`config.mk`:
```
export PLATFORM = sky130hd
export DESIGN_NAME = trace_mem_ctrl
export DESIGN_NICKNAME = d
export VERILOG_FILES = /design/src/rtl/trace_mem_ctrl.sv
export SDC_FILE = /design/constraint.sdc
export NUM_CORES = 1
export LEC_CHECK = 0
export CORE_ASPECT_RATIO = 1.25
export CORE_MARGIN = 5
export CORE_UTILIZATION = 43
export CTS_CLUSTER_SIZE = 12
export DETAILED_ROUTE_END_ITERATION = 8
export PLACE_DENSITY_LB_ADDON = 0.1
export SLEW_MARGIN = 0
export SYNTH_ARGS = -nofsm -noshare
export SYNTH_HDL_FRONTEND = slang
export SYNTH_SLANG_ARGS = --single-unit
export TNS_END_PERCENT = 5
```
`constraint.sdc`:
```
create_clock -name FPGA_CLK_I -period 4.4 [get_ports FPGA_CLK_I]
set_clock_uncertainty 0.1 [all_clocks]
set_input_delay 0.88 -clock FPGA_CLK_I [delete_from_list [all_inputs] [get_ports FPGA_CLK_I]]
set_output_delay 0.88 -clock FPGA_CLK_I [all_outputs]
set_load 0.02 [all_outputs]
```
`src/rtl/trace_mem_ctrl.sv`:
```
// trace_mem_ctrl: single-port trace memory controller and arbiter for the Tracer.
// Stores win the port; loads run a three-state IDLE/WAIT/GRANT sequence. Trace
// mode freezes the buffer after the post-trigger delay. Stream mode behaves as a
// FIFO.
module trace_mem_ctrl #(
  parameter int TRB_WIDTH = 32,
  parameter int DEPTH     = 64,
  parameter int AW        = $clog2(DEPTH)
) (
  input  logic                 FPGA_CLK_I,
  input  logic                 RST_I,
  input  logic [1:0]           MODE_I,
  input  logic [AW:0]          DELAY_I,
  input  logic                 TRG_EVENT_I,
  output logic                 TRG_DELAYED_O,
  input  logic                 STORE_I,
  input  logic [TRB_WIDTH-1:0] STORE_DATA_I,
  output logic                 STORE_PERM_O,
  input  logic                 LOAD_REQUEST_I,
  output logic                 LOAD_GRANT_O,
  output logic [TRB_WIDTH-1:0] LOAD_DATA_O,
  output logic                 MEM_EN_O,
  output logic                 MEM_WE_O,
  output logic [AW-1:0]        MEM_ADDR_O,
  output logic [TRB_WIDTH-1:0] MEM_WDATA_O,
  input  logic [TRB_WIDTH-1:0] MEM_RDATA_I,
  output logic [AW:0]          FILL_O
);

  typedef enum logic [1:0] {LD_IDLE, LD_WAIT, LD_GRANT} loadState_t;
  typedef enum logic [1:0] {TRG_ARMED, TRG_DELAY, TRG_DONE} trgState_t;

  localparam logic [AW:0] DEPTH_W = (AW+1)'(DEPTH);

  logic [1:0]           r_mode;
  logic [AW-1:0]        r_wrPtr;
  logic [AW-1:0]        r_rdPtr;
  logic [AW:0]          r_fill;
  logic [AW:0]          r_cnt;
  loadState_t           r_loadState;
  trgState_t            r_trgState;
  logic                 r_grant;
  logic                 r_trgDelayed;
  logic [TRB_WIDTH-1:0] r_loadData;

  logic          w_stream;
  logic          w_modeChange;
  logic          w_perm;
  logic          w_avail;
  logic          w_write;
  logic          w_read;
  logic [AW:0]   w_delaySat;
  logic [AW:0]   w_cntNext;
  logic [AW-1:0] w_wrPtrNext;
  logic          w_enterDone;

  // Any nonzero mode selects streaming; a mode edge restarts everything.
  assign w_stream     = (r_mode != 2'd0);
  assign w_modeChange = (MODE_I != r_mode);

  // Trace mode permits stores until frozen; stream mode until the FIFO is full.
  assign w_perm  = w_stream ? (r_fill < DEPTH_W) : (r_trgState != TRG_DONE);
  assign w_avail = w_stream ? (r_fill != '0) : 1'b1;

  // The store always owns the port; a read only issues in a store-free cycle.
  assign w_write = STORE_I & w_perm & ~w_modeChange;
  assign w_read  = (r_loadState == LD_IDLE) & LOAD_REQUEST_I & ~w_write & w_avail & ~w_modeChange;

  assign w_delaySat  = (DELAY_I > DEPTH_W) ? DEPTH_W : DELAY_I;
  assign w_cntNext   = r_cnt + {{AW{1'b0}}, w_write};
  assign w_wrPtrNext = r_wrPtr + {{(AW-1){1'b0}}, w_write};
  assign w_enterDone = ~w_stream & (r_trgState == TRG_DELAY) & (w_cntNext >= w_delaySat);

  // The memory port is driven straight from the arbitration result.
  assign MEM_EN_O    = w_write | w_read;
  assign MEM_WE_O    = w_write;
  assign MEM_ADDR_O  = w_write ? r_wrPtr : (w_read ? r_rdPtr : '0);
  assign MEM_WDATA_O = w_write ? STORE_DATA_I : '0;

  assign STORE_PERM_O  = w_perm;
  assign TRG_DELAYED_O = r_trgDelayed;
  assign LOAD_GRANT_O  = r_grant;
  assign LOAD_DATA_O   = r_loadData;
  assign FILL_O        = r_fill;

  // Track the registered mode so a change can be detected next cycle.
  always_ff @(posedge FPGA_CLK_I or posedge RST_I) begin
    if (RST_I) begin
      r_mode <= 2'd0;
    end else begin
      r_mode <= MODE_I;
    end
  end

  // Pointers and FIFO occupancy; entering DONE rewinds reads to the oldest word.
  always_ff @(posedge FPGA_CLK_I or posedge RST_I) begin
    if (RST_I) begin
      r_wrPtr <= '0;
      r_rdPtr <= '0;
      r_fill  <= '0;
    end else if (w_modeChange) begin
      r_wrPtr <= '0;
      r_rdPtr <= '0;
      r_fill  <= '0;
    end else begin
      r_wrPtr <= w_wrPtrNext;
      if (w_enterDone) begin
        r_rdPtr <= w_wrPtrNext;
      end else if (w_read) begin
        r_rdPtr <= r_rdPtr + {{(AW-1){1'b0}}, 1'b1};
      end
      if (w_stream) begin
        if (w_write) begin
          r_fill <= r_fill + {{AW{1'b0}}, 1'b1};
        end else if (w_read) begin
          r_fill <= r_fill - {{AW{1'b0}}, 1'b1};
        end
      end
    end
  end

  // Load sequencer: issue, capture read data, then pulse the grant.
  always_ff @(posedge FPGA_CLK_I or posedge RST_I) begin
    if (RST_I) begin
      r_loadState <= LD_IDLE;
      r_grant     <= 1'b0;
      r_loadData  <= '0;
    end else if (w_modeChange) begin
      r_loadState <= LD_IDLE;
      r_grant     <= 1'b0;
    end else begin
      r_grant <= 1'b0;
      case (r_loadState)
        LD_IDLE: begin
          if (w_read) begin
            r_loadState <= LD_WAIT;
          end
        end
        LD_WAIT: begin
          r_loadData  <= MEM_RDATA_I;
          r_grant     <= 1'b1;
          r_loadState <= LD_GRANT;
        end
        LD_GRANT: begin
          r_loadState <= LD_IDLE;
        end
        default: begin
          r_loadState <= LD_IDLE;
        end
      endcase
    end
  end

  // Trigger sequencer: count post-trigger writes, then freeze the buffer.
  always_ff @(posedge FPGA_CLK_I or posedge RST_I) begin
    if (RST_I) begin
      r_trgState   <= TRG_ARMED;
      r_cnt        <= '0;
      r_trgDelayed <= 1'b0;
    end else if (w_modeChange || w_stream) begin
      r_trgState   <= TRG_ARMED;
      r_cnt        <= '0;
      r_trgDelayed <= 1'b0;
    end else begin
      case (r_trgState)
        TRG_ARMED: begin
          if (TRG_EVENT_I) begin
            r_trgState <= TRG_DELAY;
            r_cnt      <= {{AW{1'b0}}, w_write};
          end
        end
        TRG_DELAY: begin
          r_cnt <= w_cntNext;
          if (w_enterDone) begin
            r_trgState   <= TRG_DONE;
            r_trgDelayed <= 1'b1;
          end
        end
        TRG_DONE: begin
          r_trgDelayed <= 1'b1;
        end
        default: begin
          r_trgState <= TRG_ARMED;
        end
      endcase
    end
  end

endmodule

```
==> results of run 1 <==
## worst register-to-register path: cells and delay by family, from the launching register on
kind | cells | cell delay, ns
adder cells (fa/ha/maj) | 4 | 0.93
XOR/XNOR | 1 | 0.16
multiplexers | 1 | 0.23
AO/OA/AOI/OAI | 4 | 1.11
flip-flops | 1 | 0.42
AND/OR/NAND/NOR | 5 | 0.70
buffers and inverters | 1 | 0.12
## flip-flops by register name, indices dropped and copies added (netlist names)
signal / count
FILL_O: 7
LOAD_DATA_O: 32
LOAD_GRANT_O: 1
TRG_DELAYED_O: 1
r_cnt: 7
r_loadState: 2
r_mode: 2
r_rdPtr: 6
r_trgState: 2
r_wrPtr: 6
## path summary, 6_finish.rpt
path / endpoint / startpoint / cells after the start
setup / recovery: MEM_ADDR_O[0] / LOAD_REQUEST_I / 7
hold / removal: LOAD_DATA_O[21]$_DFFE_PP0P_ / LOAD_DATA_O[21]$_DFFE_PP0P_ / 1
setup reg to reg: r_trgState[0]$_DFFE_PP0P_ / r_trgState[0]$_DFFE_PP0P_ / 16
hold reg to reg: LOAD_DATA_O[21]$_DFFE_PP0P_ / LOAD_DATA_O[21]$_DFFE_PP0P_ / 1
max in group asynchronous: r_wrPtr[4]$_DFF_PP0_ / RST_I / 3
min in group asynchronous: LOAD_DATA_O[24]$_DFFE_PP0P_ / RST_I / 2
## layout make-up
| cell class | count | area, um^2 | share of cell area (%) |
|---|---|---|---|
| clock buffer | 11 | 141 | 2.49 |
| clock inverter | 4 | 52.6 | 0.927 |
| tap | 100 | 125 | 2.21 |
| sequential | 66 | 1650 | 29.1 |
| timing repair buffer | 172 | 1690 | 29.8 |
| multi-input combinational | 250 | 1970 | 34.7 |
| inverter | 12 | 45.0 | 0.794 |
## metal layers
layer | track usage (%) | share of wire [%] | vias up
met5 | 0 | 0 | -
met4 | 7.53 | 1.5 | 0
met3 | 6.13 | 8.8 | 13
met2 | 32.6 | 50 | 137
met1 | 20.5 | 39 | 1557
li1 | - | - | 1585
## where the power goes
group	internal (mW)	total (mW)	switching (mW)
Sequential	0.736	0.815	0.0791
Combinational	0.519	0.999	0.480
Clock	0.274	0.501	0.227
## synth_stat cells, types with 2 or more instances
cell / count
a2111oi_0: 2
a211oi_1: 6
a21oi_1: 10
a221oi_1: 2
a22o_1: 13
and2_1: 2
and3_1: 34
buf_2: 3
clkbuf_1: 9
dfrtp_1: 66
ha_1: 23
inv_1: 12
mux2_2: 33
mux2i_1: 3
nand2_1: 22
nand3_1: 10
nor2_1: 16
nor2b_1: 2
nor3_1: 5
nor3b_1: 2
nor4_1: 2
o211a_1: 2
o21a_1: 3
o21ai_0: 11
o31a_1: 2
o31ai_1: 4
o31ai_4: 2
or3_1: 2
or4_1: 2
xnor2_1: 10
xor2_1: 6
## per-stage QoR
step / cell area [um^2] / worst slack [ns]
final: 5670 / 0.333
after floorplan: 3720 / 0.0209
after global routing: 5670 / 0.0620
after detailed placement: 5480 / 0.0504
after global placement: 5480 / 0.203
after CTS: 5670 / 0.292
## cell families (layout without fill, tap and decap cells)
logic type               after synthesis  after routing  synth area share (%)
AND/OR/NAND/NOR                      108            108                  16.2
XOR/XNOR                              16             16                  3.77
buffers and inverters                 26            199                  2.92
multiplexers                          36             36                  10.8
flip-flops                            66             66                  44.4
adder cells (fa/ha/maj)               24             24                  8.27
AO/OA/AOI/OAI                         66             66                  13.7
==> out/metrics.cfg, run 1 <==
[cts]
clk_latency_ns = 0.33
tritoncts = built
post_cts_resized = 0
path_clk_slew_ns = 0.07
clockRootBuffer = clkbuf_8
cts_buffers = 9
postCtsHoldBufs = 0
cts_buffer_depth = 2
cts.sinks = 66
cts_max_level = 3
postCtsSetupRepairBufs = 0

[sta]
tightestPinTransition_ns = 0.799
fin_hold_ws_ns = 0.404
finalCriticalPeriod_ns = 4.07
setup_viol = 0
hold_viol_final = 0
slew_headroom_pct = 46.7
fmax_mhz = 246
rsz0062_at_grt = false
fin_tns_setup_ns = 0
final_max_slew_viol_count = 0
finalCritPeriodShare_pct = 92.4

[setup_path]
crit_family = buffers and inverters
worstPathRequired_ns = 3.42
r2r_slack_ns = 0.60
crit_fanout = 8
crit_slowest_cell = clkdlybuf4s50_1
worstSetupPathType = primary input to output port
critPathMaxStageDelay_ns = 0.61
path_cells = clkdlybuf4s50_1 -> nor3b_1 -> o31ai_4 -> nor3_1 -> buf_4 -> a22o_1 -> clkdlybuf4s50_1
worstPathArrival_ns = 3.09
endpoint_kind = output port
worstPathBufferInverterCount = 3
cpMostUsedCell = clkdlybuf4s50_1
start_kind = primary input

[floorplanning]
die_area_um2 = 10600
rows = 38
die_w_um = 93.2
io_pins = 160
core_um2 = 8560
start_util_pct = 43.5
fp.dieH_um = 114

[grt]
antenna_found_initial = 0
grt_pass1_vias = 3397
grt_pass1_wl_um = 15800
grt-ovfl-total = 0
grt_max_degree = 41
track_usage_pct = 18.5

[logic_synthesis]
synthFlopType = dfrtp_1
seq_area_frac_synth_pct = 44.4
synth_area_leaders = dfrtp_1 44%, mux2_2 10%, ha_1 7.7%
netlist_instances = 342
async_flop_share_pct = 100
syn_nets = 444
syn-cell-area_um2 = 3720
synth_top_area_share_pct = 44.4
synth-edff-count = 0
synth_top_area_cell = dfrtp_1
synth_cell_types = 52
yosys_register_bits = 66
avgSynthCellArea_um2 = 10.9
yosysWarnings = 0

[hold_path]
hold_path.class = flop to flop

[power]
power.total_mw = 2.31
ir_drop_mv = 0.180
power_density_nw_per_um2 = 408
power.leakage_nw = 2.55

[layout]
final_cell_mix = 159 x clkdlybuf4s50_1, 66 x dfrtp_1, 34 x and3_1
final_cell_count_no_fill = 615
final_layout_size_suffix_gt1_share_pct = 13.4
layout_commonest_cell = clkdlybuf4s50_1
layout.nets = 613
nFillCells = 675
n_antenna_cell = 0
final_core_util_pct = 66.3
syn2layout_area_growth_pct = 52.4

[detailed_routing]
vias = 3292
remaining_drc_errors = 0
drtAntennaViolNets = 0
drt_pass1_iterations = 4
drt_iter0_markers = 146
wl_um = 9770
drt-vias-per-instance = 5.35
wl_per_cell_um = 15.9

[placement]
port_buffers = 159
dpl.hpwl_um = 7810
dp_cells = 600
place_congestion = 0.810

[job]
drv_cap = 0

[status]
status = finished, final reports clean

Note: power is estimated with default switching activity, not from simulation.
==> inputs of run 2 (changes only) <==
Settings changed: SLEW_MARGIN 0 to 20.
==> results of run 2 <==
No change in the layout: final DEF, timing and power equal those of run 1.
